$ cat config.mk
export PLATFORM = sky130hd
export DESIGN_NAME = css_window_ctrl
export DESIGN_NICKNAME = d
export VERILOG_FILES = /design/src/rtl/css_pkg.sv /design/src/rtl/css_pos_counter.sv /design/src/rtl/css_window_ctrl.sv
export SDC_FILE = /design/constraint.sdc
export NUM_CORES = 1
export LEC_CHECK = 0
export ABC_AREA = 1
export CAP_MARGIN = 20
export CORE_UTILIZATION = 35
export CTS_CLUSTER_SIZE = 14
export DETAILED_ROUTE_END_ITERATION = 12
export PLACE_DENSITY = 0.51
export SLEW_MARGIN = 25
export SYNTH_ARGS = -nofsm -noshare
export SYNTH_HDL_FRONTEND = slang
export SYNTH_SLANG_ARGS = --single-unit
$ cat constraint.sdc
create_clock -name clk -period 3.1 [get_ports clk]
set_input_delay 0.31 -clock clk [delete_from_list [all_inputs] [get_ports clk]]
set_output_delay 0.31 -clock clk [all_outputs]
set_load 0.01 [all_outputs]
$ cat src/rtl/css_pkg.sv
// rtl/css_pkg.sv - shared constants, index types and FSM states for the CSS window sequencer
package css_pkg;

    localparam int KERNEL_SIZE    = 3;
    localparam int DEF_MAP_WIDTH  = 1024;
    localparam int DEF_MAP_HEIGHT = 1024;
    localparam int DEF_CW         = $clog2(DEF_MAP_WIDTH + 1);
    localparam int DEF_RW         = $clog2(DEF_MAP_HEIGHT + 1);

    typedef logic [DEF_CW-1:0] col_idx_t;
    typedef logic [DEF_RW-1:0] row_idx_t;

    typedef enum logic {
        IDLE,
        RUN
    } ctrl_state_e;

endpackage

$ cat src/rtl/css_pos_counter.sv
// rtl/css_pos_counter.sv - column/band position counter with runtime wrap limits
module css_pos_counter #(
    parameter int CW = 11,
    parameter int RW = 11
) (
    input  logic          clk,
    input  logic          rst_in,
    input  logic          clr,
    input  logic          inc,
    input  logic [CW-1:0] col_max,
    input  logic [RW-1:0] band_max,
    output logic [CW-1:0] col,
    output logic [RW-1:0] band,
    output logic          col_last,
    output logic          band_last
);

    assign col_last  = (col == col_max);
    assign band_last = (band == band_max);

    always_ff @(posedge clk) begin
        if (rst_in || clr) begin
            col  <= '0;
            band <= '0;
        end else if (inc) begin
            if (col_last) begin
                col  <= '0;
                // Wrap the band as well so the counter rests at 0 after the last position.
                band <= band_last ? '0 : band + RW'(1);
            end else begin
                col <= col + CW'(1);
            end
        end
    end

endmodule

$ cat src/rtl/css_window_ctrl.sv
// rtl/css_window_ctrl.sv - load/shift sequencer presenting 3x3 CSS windows with (row, col)
module css_window_ctrl #(
    parameter int FEATURE_MAP_WIDTH  = 1024,
    parameter int FEATURE_MAP_HEIGHT = 1024,
    parameter int KERNEL_SIZE        = 3,
    localparam int CW = $clog2(FEATURE_MAP_WIDTH + 1),
    localparam int RW = $clog2(FEATURE_MAP_HEIGHT + 1)
) (
    input  logic          clk,
    input  logic          rst_in,
    input  logic          start,
    input  logic [CW-1:0] cfg_width,
    input  logic [RW-1:0] cfg_height,
    output logic          busy,
    output logic          done,
    output logic          cfg_err,
    input  logic          in_valid,
    output logic          in_ready,
    output logic          LE,
    output logic          shift,
    output logic          win_valid,
    input  logic          win_ready,
    output logic [CW-2:0] win_col,
    output logic [RW-2:0] win_row
);

    import css_pkg::*;

    if (KERNEL_SIZE != css_pkg::KERNEL_SIZE) begin : g_kernel_check
        $error("css_window_ctrl supports only a 3x3 kernel");
    end

    ctrl_state_e   state_q, state_d;
    logic [CW-1:0] col_max_q;
    logic [RW-1:0] band_max_q;
    logic          i_full_q, win_pending_q, all_in_q, done_q, cfg_err_q;
    logic [1:0]    o_cnt_q;

    logic [CW-1:0] in_col, sh_col;
    logic [RW-1:0] in_band, sh_band;
    logic          in_col_last, in_band_last, sh_col_last, sh_band_last;
    logic          cfg_legal, handshake, frame_end, clr, sh_inc;

    assign cfg_legal = (cfg_width >= CW'(3)) && (cfg_width <= CW'(FEATURE_MAP_WIDTH)) &&
                       (cfg_height >= RW'(3)) && (cfg_height <= RW'(FEATURE_MAP_HEIGHT));

    assign busy      = (state_q == RUN);
    assign shift     = busy && i_full_q && (!win_pending_q || win_ready);
    assign in_ready  = busy && !all_in_q && (!i_full_q || shift);
    assign LE        = in_valid && in_ready;
    assign handshake = win_pending_q && win_ready;
    assign frame_end = handshake && sh_col_last && sh_band_last;
    assign clr       = !busy;
    // The very first shift of a frame fills o with column 0; sh_col already reads 0.
    assign sh_inc    = shift && (o_cnt_q != 2'd0);

    assign win_valid = win_pending_q;
    assign win_col   = (CW-1)'(sh_col - CW'(2));
    assign win_row   = (RW-1)'(sh_band);
    assign done      = done_q;
    assign cfg_err   = cfg_err_q;

    css_pos_counter #(.CW(CW), .RW(RW)) u_in_pos (
        .clk       (clk),
        .rst_in    (rst_in),
        .clr       (clr),
        .inc       (LE),
        .col_max   (col_max_q),
        .band_max  (band_max_q),
        .col       (in_col),
        .band      (in_band),
        .col_last  (in_col_last),
        .band_last (in_band_last)
    );

    css_pos_counter #(.CW(CW), .RW(RW)) u_sh_pos (
        .clk       (clk),
        .rst_in    (rst_in),
        .clr       (clr),
        .inc       (sh_inc),
        .col_max   (col_max_q),
        .band_max  (band_max_q),
        .col       (sh_col),
        .band      (sh_band),
        .col_last  (sh_col_last),
        .band_last (sh_band_last)
    );

    always_comb begin
        state_d = state_q;
        case (state_q)
            IDLE: if (start && cfg_legal) state_d = RUN;
            RUN:  if (frame_end)          state_d = IDLE;
            default:                      state_d = IDLE;
        endcase
    end

    always_ff @(posedge clk) begin
        if (rst_in) state_q <= IDLE;
        else        state_q <= state_d;
    end

    always_ff @(posedge clk) begin
        if (rst_in) begin
            col_max_q     <= '0;
            band_max_q    <= '0;
            i_full_q      <= 1'b0;
            win_pending_q <= 1'b0;
            all_in_q      <= 1'b0;
            o_cnt_q       <= 2'd0;
            done_q        <= 1'b0;
            cfg_err_q     <= 1'b0;
        end else begin
            done_q    <= frame_end;
            cfg_err_q <= (state_q == IDLE) && start && !cfg_legal;
            if ((state_q == IDLE) && start && cfg_legal) begin
                col_max_q  <= cfg_width - CW'(1);
                band_max_q <= cfg_height - RW'(3);
            end
            if (clr) begin
                i_full_q      <= 1'b0;
                win_pending_q <= 1'b0;
                all_in_q      <= 1'b0;
                o_cnt_q       <= 2'd0;
            end else begin
                if (LE)         i_full_q <= 1'b1;
                else if (shift) i_full_q <= 1'b0;
                if (LE && in_col_last && in_band_last) all_in_q <= 1'b1;
                if (shift) begin
                    if ((o_cnt_q == 2'd0) || sh_col_last) o_cnt_q <= 2'd1;
                    else if (o_cnt_q != 2'd3)             o_cnt_q <= o_cnt_q + 2'd1;
                end
                // A window exists once o holds three columns of the same band.
                if (shift)          win_pending_q <= (o_cnt_q >= 2'd2) && !sh_col_last;
                else if (handshake) win_pending_q <= 1'b0;
            end
        end
    end

    a_in_pos: assert property (@(posedge clk) disable iff (rst_in || !busy)
        (in_col <= col_max_q) && (in_band <= band_max_q));

endmodule

# [Word-level counts from Yosys, hierarchy flattened]
# Cells that the tools add are included.
[word_totals] inputBits=27 reg_bits=74 word_cells=83 out_inout_bits=27
[classes] reduce_logical=38 magnitude_cmp=5 eq_ne=5 addsub=8 n_mux=13 bitwise=1
[op_table] cell="adder 11 x 1 -> 11 bit (second input constant)" count=4
[op_table] cell="equality test 11 bit" count=4
[op_table] cell="2-to-1 mux 11 bit" count=4
[op_table] cell=">= comparator 11 x 2 -> 1 bit (second input constant)" count=2
[op_table] cell="<= comparator 11 bit (second input constant)" count=2
[op_table] cell="logical AND 1 bit" count=19
[op_table] cell="subtractor 11 x 1 -> 11 bit (second input constant)" count=1
[op_table] cell="subtractor 11 x 2 -> 11 bit (second input constant)" count=1
[op_table] cell="subtractor 10 x 2 -> 10 bit (second input constant)" count=1
[op_table] cell="nonzero test 2 bit" count=4
[op_table] cell="zero test 1 bit" count=6
[op_table] cell="2-to-1 mux 1 bit" count=6
[op_table] cell="AND reduction 2 bit" count=3
[op_table] cell="logical OR 1 bit" count=4
[op_table] cell="2-to-1 mux 2 bit" count=2
[op_table] cell="adder 2 x 1 -> 2 bit (second input constant)" count=1
[op_table] cell=">= comparator 2 bit (second input constant)" count=1
[op_table] cell="zero test 2 bit" count=1
[op_table] cell="!= test 2 bit (second input constant)" count=1
[op_table] cell="one-hot mux 1 bit (2 select lines)" count=1
[op_table] cell="OR reduction 2 bit" count=1
[op_table] cell="NOT 1 bit" count=1

# [Longest topological paths before layout]
# Gate-level depths: netlist of run 1.
[logic_depth] depth_word=8 mapped_depth=11 depth_no_buf=11

# [By module]
# Synthesis of run 1 repeated with hierarchy kept, for this count alone.
[unflattened] hier_cells=797 area_unflattened_um2=5026.1
[modules_own_cells] module="css_pos_counter" n_inst=2 cells_per_inst=249 area_per_inst_um2=1541.5 seq_area_each_um2=440.4
[modules_own_cells] module="css_window_ctrl" n_inst=1 cells_per_inst=299 area_per_inst_um2=1943.1 seq_area_each_um2=600.6

# [Least setup slack after synthesis of run 1]
# No wires, ideal clock.
[synth_path] path_kind="register to output" startpoint="reg u_sh_pos.col[1]" endpoint="out win_col[9]" t_arrival_ps=1273 required_ps=2790 n_path_buf=0 setup_slack_ps=1517 path_stages_with_launch=6 path_cell_list="dfxtp_1 inv_1 ha_1 nand4_1 nor3_1 xor2_1"
[synth_between] elab_chain_len=1
[synth_lines] element="start: declaration" line="css_pos_counter.sv:12" text="output logic [CW-1:0] col,"
[synth_lines] element="start signal: assignment" line="css_pos_counter.sv:31" text="col <= col + CW'(1);"
[synth_lines] element="subtractor 10 x 2 -> 10 bit" line="css_window_ctrl.sv:58" text="assign win_col = (CW-1)'(sh_col - CW'(2));"
[synth_lines] element="end: declaration" line="css_window_ctrl.sv:23" text="output logic [CW-2:0] win_col,"
# Every way passes these cells.

# [Worst setup path after layout of run 1]
# Same ends and word-level chain as after synthesis.

==> flow_metrics.tcl, run 1 <==
set metrics [dict create \
    status "complete, no violations" \
    first_global_vias 4246 \
    synthArstFlopShare 0 \
    fin_crit_ns 2.52 \
    syn_to_final_growth_pct 18.4 \
    vias_per_cell 4.69 \
    synthesis.instances 738 \
    wl_per_cell_um 12.5 \
    cap_violations 0 \
    final_area_mm2 0.00585 \
    path_max_fanout 6 \
    timing.fmax_mhz 397 \
    setup_viol 0 \
    finalHoldViolCount 0 \
    cp-end-kind "output port" \
    worstPathArrival_ns 2.21 \
    yosysSeqAreaShare 0.300 \
    regArea_mm2 0.00148 \
    ctsHoldBuffers 0 \
    layout-drive-gt1-share 0.0664 \
    tns_ns 0 \
    place.gp.congestion 0.885 \
    die_area_mm2 0.0146 \
    rows 43 \
    cts_sinks 74 \
    ios 54 \
    synth_warnings 0 \
    critical_path_class "reg -> out" \
    ys.flop_type "dfxtp_1" \
    first_pass_iters 4 \
    rsz0062_at_grt "no" \
    htree_levels 3 \
    peakVddDrop_mv 0.245 \
    nets 819 \
    initial_core_util 0.358 \
    post-route-util 0.423 \
    cts-resized-gates 0 \
    cts_buffers 9 \
    relSlewSlack 0.599 \
    ctsLongestPathBuffers 2 \
    most-common-layout-cells "195 x nand2_1, 96 x nor2_1, 76 x inv_1, 74 x dfxtp_1, 53 x clkdlybuf4s50_1" \
    vias 4521 \
    root_buffer "clkbuf_16" \
    route.detailed.drc 0 \
    nFillCells 1445 \
    syn_area_mm2 0.00494 \
    placed_cell_area_mm2 0.00555 \
    clk_latency_ns 0.33 \
    fp.dieH_um 121 \
    drtIter0Drc 272 \
    die_w_um 121 \
    worst_pin_slew_ns 0.599 \
    syn_nets 779 \
    cts_setup_buffers 0 \
    required_ns 2.79 \
    overflow 0 \
    clock-skew-final_ns 0.00766 \
    grt_max_degree 35 \
    diodes 0 \
    io_buffer_count 53 \
    antenna_found_initial 0 \
    multi_input_area_mm2 0.00295 \
    coreArea_mm2 0.0138 \
    cp-start-kind "flop" \
    track_usage 0.178 \
    grt_first_pass_wirelength_mm 20.6 \
    ys_ff_latch 74 \
    yosysUniqueCellTypes 37 \
    hold_ws_ns 0.466 \
    slew_viol_final 0 \
    hold_class "reg -> reg" \
    syn_area_per_cell_um2 6.70 \
    final_common_cell "nand2_1" \
    power.density_mw_per_mm2 398 \
    leakagePower_uw 0.00233 \
    dp_hpwl_mm 9.31 \
    period_share 0.812 \
    cts_tree "built" \
    postRouteAntennaNets 0 \
    routed_wl_mm 12.1 \
    synth-edff-count 0 \
    clkSlewWorstSetupHoldPaths_ns 0.06 \
]
==> critical path: stages, from the launching register on <==
cell and delay [ns]:
dfxtp_1 0.35, inv_1 0.20, ha_1 0.24, nand4_1 0.16, nor3_1 0.20, xor2_1 0.17, clkdlybuf4s50_1 0.55
==> layer usage <==
layer  track usage  wire length (µm)  vias up
met1         0.254              6250     2008
met4        0.0563               156        0
li1              -                 -     2402
met2         0.272              5160       99
met3        0.0269               498       12
met5             0                 0        -
==> report_power, final <==
part	switching [µW]	total (µW)	internal, µW	leakage [µW]
combinational	170	275	105	0.00159
sequential	18.9	986	967	0.000598
clock	405	1070	666	0.000145
==> sequential cells by signal (all words and copies together), names as in the netlist, 2 cells and up <==
register,cells
u_in_pos.band,11
u_in_pos.col,11
u_sh_pos.band,11
band_max_q,11
col_max_q,11
o_cnt_q,2
u_sh_pos.col,11
==> synthesized netlist by cell type (9+ instances only) <==
cell | instances | area, µm²
nor2_2 | 9 | 56.3
xnor2_1 | 31 | 272
buf_4 | 14 | 105
nand3_1 | 37 | 185
o21ai_0 | 9 | 45.0
inv_1 | 76 | 285
nand4_1 | 28 | 175
dfxtp_1 | 74 | 1480
nand2_1 | 195 | 732
a21oi_1 | 39 | 195
nor2_1 | 96 | 360
xor2_1 | 39 | 342
ha_1 | 14 | 175
nor3_1 | 15 | 75.1
==> cell type report <==
class	instances	area share
Tap cell	180	0.0385
Sequential cell	74	0.253
Clock inverter	4	0.00855
Timing Repair Buffer	58	0.0971
Inverter	85	0.0545
Clock buffer	12	0.0438
Multi-Input combinational cell	550	0.504
==> per-stage QoR <==
| step | power, µW | setup WS (ns) | cells |
|---|---|---|---|
| floorplan | 1190 | 1.52 | 738 |
| global placement | 1280 | 0.680 | 947 |
| detailed placement | 1280 | 0.621 | 947 |
| CTS | 2360 | 0.548 | 963 |
| global route | 2450 | 0.433 | 963 |
| finish | 2330 | 0.582 | 963 |
==> cell families (layout without fill, tap and decap cells) <==
group / Yosys count / after routing / synth area share
AO/OA/AOI/OAI: 59 / 59 / 0.0656
XOR/XNOR: 70 / 70 / 0.124
adder cells (fa/ha/maj): 14 / 14 / 0.0354
buffers and inverters: 114 / 159 / 0.103
flip-flops: 74 / 74 / 0.300
AND/OR/NAND/NOR: 407 / 407 / 0.372
==> path summary, 6_finish.rpt <==
kind                                      start               end  slack, ns  cells past startpoint
worst max-delay path            u_sh_pos.col[1]        win_col[9]       0.58                      6
worst min-delay path                   all_in_q          all_in_q       0.47                      2
worst max register to register             busy  u_in_pos.band[5]       1.04                     11
worst min register to register         all_in_q          all_in_q       0.47                      2
No activity file was read; power rests on OpenSTA's default activity.
==> run 2, diff against run 1 <==
Settings changed: PLACE_DENSITY 0.51 to 0.53.
Clock period 3.1 ns to 2.05 ns, I/O delays scaled along.
==> run 2 against run 1 <==
  * Hold slack better by 0.0066 ns
  * Die area stayed put
  * Total power up 47%
  * Critical endpoint is now in_ready
  * Final area rose by 4.2%
  * Core utilization up 1.8 points
  * Global-route usage grew 0.47 points
  * Sequential power is 51% higher
  * Routed wire length is 4.7% higher
  * Combinational power grew 66%
==> flow_metrics.tcl, run 2 (synthesis gave the netlist of run 1 again) <==
set metrics [dict create \
    setup_viol 0 \
    pre_cts_slack_ns -0.00642 \
    io_buffer_count 53 \
    required_ns 1.85 \
    cap_violations 0 \
    cts_buffers 9 \
    diodes 0 \
    nets 847 \
    path_delay_family "buffers and inverters" \
    routed_wl_mm 12.6 \
    hold_ws_ns 0.473 \
    ctsLongestPathBuffers 2 \
    fp.dieH_um 121 \
    rsz0062_at_grt "no" \
    first_pass_iters 7 \
    clk_latency_ns 0.33 \
    nFillCells 1455 \
    htree_levels 3 \
    drtIter0Drc 306 \
    cts_setup_buffers 0 \
    track_usage 0.182 \
    grt_max_degree 21 \
    cp_cell_sequence "nand2_2 -> clkinv_1 -> nand2_1 -> nand2_1 -> nand2_2 -> inv_1 -> clkdlybuf4s50_1" \
    cp_slowest_cell "clkdlybuf4s50_1" \
    fin_crit_ns 1.94 \
    vias 4719 \
    relSlewSlack 0.686 \
    cts_sinks 74 \
    fin_total_pwr_uw 3430 \
    initial_core_util 0.358 \
    place.gp.congestion 0.836 \
    cp_num_buf_inv 3 \
    clkSlewWorstSetupHoldPaths_ns 0.06 \
    placed_cell_area_mm2 0.00581 \
    rows 43 \
    worst_pin_slew_ns 0.470 \
    vias_per_cell 4.77 \
    clock-skew-final_ns 0.00472 \
    status "complete, no violations" \
    cp-end-kind "output port" \
    finalHoldViolCount 0 \
    ios 54 \
    die_area_mm2 0.0146 \
    tns_ns 0 \
    coreArea_mm2 0.0138 \
    final_common_cell "nand2_1" \
    fin_ws_ns 0.110 \
    leakagePower_uw 0.00248 \
    route.detailed.drc 0 \
    die_w_um 121 \
    timing.fmax_mhz 516 \
    peakVddDrop_mv 0.400 \
    layout-drive-gt1-share 0.106 \
    wl_per_cell_um 12.8 \
    hold_class "reg -> reg" \
    final_area_mm2 0.00610 \
    period_share 0.946 \
    dp_hpwl_mm 9.90 \
    slew_viol_final 0 \
    worstPathArrival_ns 1.73 \
    cp-start-kind "flop" \
    syn_to_final_growth_pct 23.3 \
    power.density_mw_per_mm2 562 \
    root_buffer "clkbuf_16" \
    antenna_found_initial 0 \
    grt_first_pass_wirelength_mm 21.2 \
    cts_tree "built" \
    first_global_vias 4480 \
    critical_path_class "reg -> out" \
    most-common-layout-cells "193 x nand2_1, 96 x nor2_1, 76 x inv_1, 71 x dfxtp_1, 47 x clkdlybuf4s50_1" \
    postRouteAntennaNets 0 \
    path_max_fanout 4 \
    worst_path_largest_cell_delay_ns 0.53 \
    overflow 0 \
]
[run 2: through the flow]
| stage | util | instances |
|---|---|---|
| 2_1_floorplan | - | 738 |
| 3_3_place_gp | 0.420 | 975 |
| 3_5_place_dp | 0.420 | 975 |
| 4_1_cts | 0.440 | 990 |
| 5_1_grt | 0.441 | 990 |
| 6_report | 0.441 | 990 |
[run 2: power by group]
group          switching (µW)  internal [µW]
Sequential               29.4           1460
Combinational             266            190
Clock                     607            873
[run 2: worst paths after layout]
| path | start | end | slack [ns] | depth (start not counted) |
|---|---|---|---|---|
| worst max-delay path | busy | in_ready | 0.11 | 7 |
| worst max register to register | u_sh_pos.col[3] | u_sh_pos.band[3] | 0.32 | 8 |
| worst min register to register | all_in_q | all_in_q | 0.47 | 2 |
| worst min-delay path | all_in_q | all_in_q | 0.47 | 2 |
[run 2: area by class of cell]
class,instances,area [µm²],share of cell area
well taps,180,225,0.0369
repair buffers,86,828,0.136
flip-flops and latches,74,1490,0.244
clock buffers,12,256,0.0421
clock inverters,3,15.0,0.00246
inverters,85,319,0.0523
multi-input cells,550,2970,0.487
[run 2: what timing repair did]
action / CTS / global route
endpoints found under the setup margin: 5 / 3
gates resized for setup: 8 / 5
hold buffers: 0 / 0
pin swaps: 1 / 0
[run 2: metal layers]
| layer | vias to the layer above | part of all wire | global-route usage |
|---|---|---|---|
| met5 | - | 0 | 0 |
| met1 | 2142 | 0.50 | 0.253 |
| met4 | 0 | 0.017 | 0.0664 |
| met2 | 95 | 0.44 | 0.286 |
| li1 | 2464 | - | - |
| met3 | 18 | 0.035 | 0.0241 |
[run 2: tightest hold or removal path: cells and delay by family (launching register included)]
family | cells | cell delay, ns
flip-flops | 1 | 0.32
buffers and inverters | 1 | 0.05
AO/OA/AOI/OAI | 1 | 0.06
